File: src/rtl/node_ingress.sv
// node_ingress: per-node ingress queue with destination filtering, overflow drop and head-of-line stall detection
module node_ingress #(
    parameter int NODE_ID     = 0,
    parameter int NUM_NODES   = 6,
    parameter int DEPTH       = 4,
    parameter int STALL_LIMIT = 16
) (
    input  logic                         clk,
    input  logic                         rst_b,
    input  logic [31:0]                  pkt_in,
    input  logic                         pkt_in_avail,
    output logic [31:0]                  fwd_pkt,
    output logic                         fwd_valid,
    input  logic                         fwd_ready,
    output logic [$clog2(DEPTH+1)-1:0]   occupancy,
    output logic [7:0]                   drop_bad_cnt,
    output logic [7:0]                   drop_ovf_cnt,
    output logic                         stall
);
    localparam int AW = $clog2(DEPTH);
    localparam int OW = $clog2(DEPTH + 1);
    localparam int CW = $clog2(STALL_LIMIT + 1);

    typedef enum logic [1:0] {IDLE, WAIT, STALLED} stall_state_e;

    logic [31:0]   mem_q [DEPTH];
    logic [AW-1:0] wptr_q, rptr_q;
    logic [OW-1:0] occ_q;
    logic [7:0]    bad_q, ovf_q;
    stall_state_e  state_q, state_d;
    logic [CW-1:0] cnt_q, cnt_d, cnt_inc;
    logic          bad_dest, full, pop, push, ovf_drop, blocked;

    assign bad_dest     = {28'd0, pkt_in[27:24]} >= NUM_NODES;
    assign full         = occ_q == OW'(DEPTH);
    assign fwd_valid    = occ_q != '0;
    assign fwd_pkt      = fwd_valid ? mem_q[rptr_q] : 32'h0;
    assign pop          = fwd_valid && fwd_ready;
    // A full queue still accepts when the head leaves on the same edge.
    assign push         = pkt_in_avail && !bad_dest && (!full || pop);
    assign ovf_drop     = pkt_in_avail && !bad_dest && full && !pop;
    assign blocked      = fwd_valid && !fwd_ready;
    assign occupancy    = occ_q;
    assign drop_bad_cnt = bad_q;
    assign drop_ovf_cnt = ovf_q;
    assign stall        = state_q == STALLED;

    // Queue storage and pointers; occupancy kept separately so full/empty never alias.
    always_ff @(posedge clk or negedge rst_b) begin
        if (!rst_b) begin
            for (int i = 0; i < DEPTH; i++) mem_q[i] <= 32'h0;
            wptr_q <= '0;
            rptr_q <= '0;
            occ_q  <= '0;
        end else begin
            if (push) begin
                mem_q[wptr_q] <= {4'(NODE_ID), pkt_in[27:0]};
                wptr_q        <= wptr_q + AW'(1);
            end
            if (pop) rptr_q <= rptr_q + AW'(1);
            occ_q <= occ_q + OW'(push) - OW'(pop);
        end
    end

    // Saturating drop counters for bad destinations and overflow.
    always_ff @(posedge clk or negedge rst_b) begin
        if (!rst_b) begin
            bad_q <= '0;
            ovf_q <= '0;
        end else begin
            if (pkt_in_avail && bad_dest && bad_q != 8'hFF) bad_q <= bad_q + 8'd1;
            if (ovf_drop && ovf_q != 8'hFF) ovf_q <= ovf_q + 8'd1;
        end
    end

    // Stall FSM state register.
    always_ff @(posedge clk or negedge rst_b) begin
        if (!rst_b) begin
            state_q <= IDLE;
            cnt_q   <= '0;
        end else begin
            state_q <= state_d;
            cnt_q   <= cnt_d;
        end
    end

    // Count consecutive blocked cycles; saturate so a long block stays STALLED.
    always_comb begin
        state_d = IDLE;
        cnt_d   = '0;
        cnt_inc = (cnt_q >= CW'(STALL_LIMIT)) ? cnt_q : cnt_q + CW'(1);
        if (blocked) begin
            cnt_d   = cnt_inc;
            state_d = (cnt_inc >= CW'(STALL_LIMIT)) ? STALLED : WAIT;
        end
    end
endmodule

File: config.mk
export PLATFORM = sky130hd
export DESIGN_NAME = node_ingress
export DESIGN_NICKNAME = d
export VERILOG_FILES = /design/src/rtl/node_ingress.sv
export SDC_FILE = /design/constraint.sdc
export NUM_CORES = 1
export LEC_CHECK = 0
export CAP_MARGIN = 15
export CORE_MARGIN = 5
export CORE_UTILIZATION = 50
export CTS_CLUSTER_SIZE = 20
export DETAILED_ROUTE_END_ITERATION = 7
export PLACE_DENSITY = 0.77
export SLEW_MARGIN = 10
export SYNTH_ARGS = -nofsm -noshare
export SYNTH_HDL_FRONTEND = slang
export SYNTH_SLANG_ARGS = --single-unit
File: constraint.sdc
create_clock -name clk -period 2.1 [get_ports clk]
set_input_delay 0.315 -clock clk [delete_from_list [all_inputs] [get_ports clk]]
set_output_delay 0.315 -clock clk [all_outputs]
set_load 0.01 [all_outputs]
* Yosys cells after proc, flatten, opt, wreduce, memory -nomap -nowiden
Cells that the tools add are included.
Operators by class: bitwise gates (word level) 2, multiplexer cells 11, reductions and logical operators 16, add/subtract/negate cells 7, equal/unequal tests 4, magnitude comparators 6
Operators with widths (number):
- bitwise mux 128 bit | 1
- 2-to-1 mux 32 bit | 4
- binary-select mux 32 bit (select 2 bit) | 1
- demux 32 bit (select 2 bit) | 1
- adder 8 x 1 -> 8 bit, second input constant | 2
- inequality test 8 bit, second input constant | 2
- greater-or-equal comparator 5 bit, second input constant | 2
- logical AND 1 bit | 10
- 2-to-1 mux 5 bit | 2
- greater-or-equal comparator 3 bit, second input constant | 2
- NOT 2 -> 3 bit | 2
- adder 5 x 1 -> 5 bit, second input constant | 1
- adder 2 x 1 -> 2 bit, second input constant | 2
- greater-or-equal comparator 4 x 3 -> 1 bit, second input constant | 1
- logical NOT 1 bit | 4
- 2-to-1 mux 2 bit | 2
- adder 3 x 1 -> 3 bit | 1
- == test 3 bit, second input constant | 1
- < comparator 3 x 1 -> 1 bit, second input constant | 1
- nonzero test 3 bit | 1
- subtractor 3 x 1 -> 3 bit | 1
- == test 2 bit, second input constant | 1
- logical OR 1 bit | 1
Storage, ports and cells: word-level logic and storage cells 57, flip-flop bits (word level) 158, bits of input ports 36, output and inout port bits 53

* Logic depth before layout (Yosys ltp)
depth after elaboration 6, mapped depth 10, depth with buffers taken out 10

* Worst setup path after synthesis
Ideal clock, no wire load.
path type register -> register, start point register occ_q[1] (netlist: occupancy[1]), end point register occ_q[2] (netlist: occupancy[2]), required time 1.968 ns, period minus slack after synthesis 2.397 ns, library setup time 0.132 ns, buffers on the path 0, path slack -0.297 ns, arrival 2.266 ns, cell stages (with the launch flop) 11, path through dfrtp_1 nor4b_4 nor3_4 inv_1 ha_1 inv_1 ha_1 inv_1 fa_1 xnor2_1 xnor2_1
On the way: cells in the longest elaborated chain, start to end 6, elaborated cells on any way between the ends 8, classes of those cells add/sub: 2; eq/ne: 1; reduce/logical: 5
Ends and longest elaborated chain:
- start, declared | RTL line 28 | logic [OW-1:0] occ_q;
- start signal, assigned | RTL line 61 | occ_q <= occ_q + OW'(push) - OW'(pop);
- == test 3 bit / nonzero test 3 bit (equally long branches) | RTL line 35, 36
- logical NOT 1 bit / logical AND 1 bit (equally long branches) | RTL line 40, 38
- logical OR 1 bit | RTL line 40 | assign push = pkt_in_avail && !bad_dest && (!full || pop);
- logical AND 1 bit | RTL line 40
- adder 3 x 1 -> 3 bit | RTL line 61
- subtractor 3 x 1 -> 3 bit (*) | RTL line 61
Mark *: on every way between the ends. The rest lies on a longest branch, timed or not. A chain may end at the register's enable or synchronous reset.

* Worst setup path after layout
start point register rptr_q[0], end point output port fwd_pkt[27]
On the way: cells in the longest elaborated chain, start to end 5
Ends and longest elaborated chain:
- start, declared | RTL line 27 | logic [AW-1:0] wptr_q, rptr_q;
- start signal, assigned | RTL line 60 | if (pop) rptr_q <= rptr_q + AW'(1);
- NOT 2 -> 3 bit (implied by the code) | RTL line 37 | assign fwd_pkt = fwd_valid ? mem_q[rptr_q] : 32'h0;
- binary-select mux 32 bit (select 2 bit) | RTL line 37
- 2-to-1 mux 32 bit (implied by the code) (2 in series) | RTL line 37
- 2-to-1 mux 32 bit | RTL line 37
- end, declared | RTL line 12 | output logic [31:0] fwd_pkt,
No other way between the ends. The select of a mux whose other input is x is not followed.

==> flow_summary.toml <==
[status]
status = "complete, but fails checks"
violations = "setup timing"

[critical_path]
crit_buf_inv = 3
worstPathRequired_ns = 1.78
reg2reg_setup_slack_ns = -0.07
crit_fanout = 5
crit_family = "multiplexers"
max_stage_delay_ns = 0.51
regToRegStartpoint = "occupancy[1]"
reg2reg_depth = 9
cp_slowest_cell = "mux4_2"
end_kind = "primary output"
crit_top_cell = "buf_12"
r2r-end = "occupancy[2]"
worstPathArrival_ns = 1.89
start_kind = "flip-flop"
cp_cell_sequence = "buf_12 -> buf_12 -> mux4_2 -> and2_4 -> buf_6"
criticalPathCategory = "reg -> out"

[detailed_routing]
route.antenna.remaining_nets = 0
wl_per_cell_um = 18.54
vias = 3984
wirelength_mm = 13.78
firstDrtPassIters = 4
drtIter0Drc = 149
vias_per_cell = 5.362
drc = 0

[placed_design]
place_ws_ns = -0.4129
place_inst = 702
numPortBuffers = 80
placed_area_sq_mm = 0.007871
dp.final_hpwl_mm = 9.027
place_congestion = 0.8056

[flow_run]
drv_cap = 0

[power_and_ir_drop]
p_sw_mw = 4.097
pwr-share-clk_pct = 21.3
cellLeakagePower_nw = 3.939
comb_power_share_pct = 45.7
ir_worst_vdd_mv = 0.8912
cellPowerDensity_mw_per_mm2 = 1608
intPower_mw = 9.886
seq_power_share_pct = 33.0
swShare_pct = 29.30

[floorplan]
die_height_um = 124.5
die_x_um = 124.5
rows = 41
start_util_pct = 51.52
io_pins = 89
die_area_sq_mm = 0.01550
core-area_sq_mm = 0.01272

[logic_synthesis]
syn_area_per_cell_sq_um = 15.03
synth_cells = 436
yosysWarnings = 0
synth_seq_area_share_pct = 53.83
yosys_most_used_dff = "dfrtp_1"
synth_cell_type_count = 40
async_flop_share_pct = 100.0
synth.ff_latch_count = 141
synth_edf_count = 0
netlist_area_sq_mm = 0.006555

[clock_network]
cts_tree = "yes"
clk_latency_ns = 0.42
cts_sinks = 141
clk_pin_slew_ns = 0.06
cts_made_buffers = 17
h-tree-depth = 4
clock_path_buffers = 2
clock-root-buffer = "clkbuf_16"

[layout]
drive_gt1_share_pct = 48.86
nNetsFinal = 605
num-fill-cells = 928
syn_to_final_growth_pct = 32.66
postLayoutCellArea_sq_mm = 0.008696
antenna_cells = 0
layout.cells.non_filler = 743

[timing]
setup_viol = 29
fin_crit_sh_pct = 104.9
finClkSkew_ns = 0.01222
final_max_slew_viol_count = 0
rsz0062_at_grt = "true"
min_period_ns = 2.203
hold_viol_final = 0
clock.fmax_ghz = 0.4539
setup_slack_ns = -0.1030

[global_routing]
track_usage_pct = 19.01
antenna_found_initial = 0
grt_max_degree = 54
grt_pass1_wl_mm = 23.45
grt_pass1_vias = 4522
overflow = 0

[worst_hold_path]
hold_class = "in -> async"
[worst max path at each step]
stage / depth (start not counted) / from / to / slack (ns)
finish: 5 / rptr_q[0] / fwd_pkt[27] / -0.10
global route: 5 / rptr_q[0] / fwd_pkt[27] / -0.15
CTS: 6 / rptr_q[0] / fwd_pkt[15] / -0.19
detailed placement: 11 / pkt_in[26] / occupancy[2] / -0.41
global placement: 11 / pkt_in[26] / occupancy[2] / -0.36
floorplan: 10 / occupancy[2] / occupancy[2] / -0.19
[Yosys cell counts (2+ instances only)]
cell type,n,area (sq um)
dfrtp_1,141,3528
mux2_2,99,1115
and2_1,33,206.5
mux4_2,28,630.6
inv_1,12,45.04
nor2_1,12,45.04
ha_1,10,125.1
mux2_4,10,150.1
nand3_1,10,50.05
xor2_1,10,87.58
xnor2_1,9,78.83
buf_6,8,90.09
clkbuf_1,6,22.52
nand2_1,5,18.77
buf_4,4,30.03
nand2_4,4,45.04
nand4_1,4,25.02
buf_2,3,15.01
mux2_1,3,33.78
nor2b_1,3,18.77
o21ai_0,2,10.01
or4b_2,2,20.02
[flip-flops by register name, indices dropped and copies added (netlist names)]
name / count
drop_bad_cnt: 8
drop_ovf_cnt: 8
cnt_q: 5
occupancy: 3
wptr_q: 2
state_q: 1
mem_q: 112
rptr_q: 2
[placed cells by master, fill, tap and decap left out, types with 5 or more instances in the layout]
master	instances
mux4_2	28
and2_4	24
mux2_4	10
xnor2_1	8
buf_12	20
mux2_2	99
buf_4	17
ha_1	8
dfrtp_1	139
nor2_1	12
buf_2	6
buf_6	25
nand3_1	10
xor2_1	10
nand2_1	5
inv_1	8
clkbuf_16	17
clkdlybuf4s50_1	50
and2_1	9
[power by group through the flow]
stage	combinational, mW	sequential, mW	clock [mW]
global route	6.90	4.77	3.19
finish	6.39	4.62	2.97
CTS	6.17	4.61	3.04
detailed placement	5.72	4.65	0
global placement	5.57	4.54	0
floorplan	3.38	4.49	0
[area by class of cell]
cell class                      count  area [sq um]  area share (%)
Multi-Input combinational cell    265          2935           33.76
Sequential cell                   141          3531           40.60
Tap cell                          172         215.2           2.475
Clock inverter                     11         135.1           1.554
Timing Repair Buffer              121          1374           15.80
Inverter                           12         45.04          0.5180
Clock buffer                       21         460.4           5.295
[stage by stage]
stage	total power, mW	TNS [ns]	utilization (%)	hold slack [ns]
after floorplan	7.866	-0.3160	-	0.01941
after global placement	10.10	-0.6984	61.87	0.2615
after detailed placement	10.37	-2.301	61.87	0.2685
after CTS	13.83	-3.232	68.10	0.3960
after global routing	14.85	-3.755	68.35	0.4128
final	13.98	-2.019	68.35	0.3917
[timing repair]
item	4_1_cts	5_1_grt
hold buffers	1	0
cloned	3	0
endpoints found under the setup margin	31	32
buffers inserted	7	1
endpoints found under the hold margin	42	0
pin swaps	2	7
gates resized for setup	155	26
[logic make-up after synthesis]
family | after synthesis | share of synthesized area (%)
XOR/XNOR | 19 | 2.539
adder cells (fa/ha/maj) | 11 | 2.214
AO/OA/AOI/OAI | 8 | 0.8018
multiplexers | 141 | 29.59
flip-flops | 141 | 53.83
other | 1 | 0.05721
AND/OR/NAND/NOR | 82 | 7.883
buffers and inverters | 33 | 3.092
[per-layer routing]
layer | vias up | track usage (%) | share of wire, %
li1 | 1805 | - | -
met1 | 2068 | 24.32 | 43
met2 | 97 | 30.92 | 52
met3 | 14 | 6.389 | 4.3
met4 | 0 | 5.545 | 1.3
met5 | - | 0 | 0
Note: power is estimated with default switching activity, not from simulation.
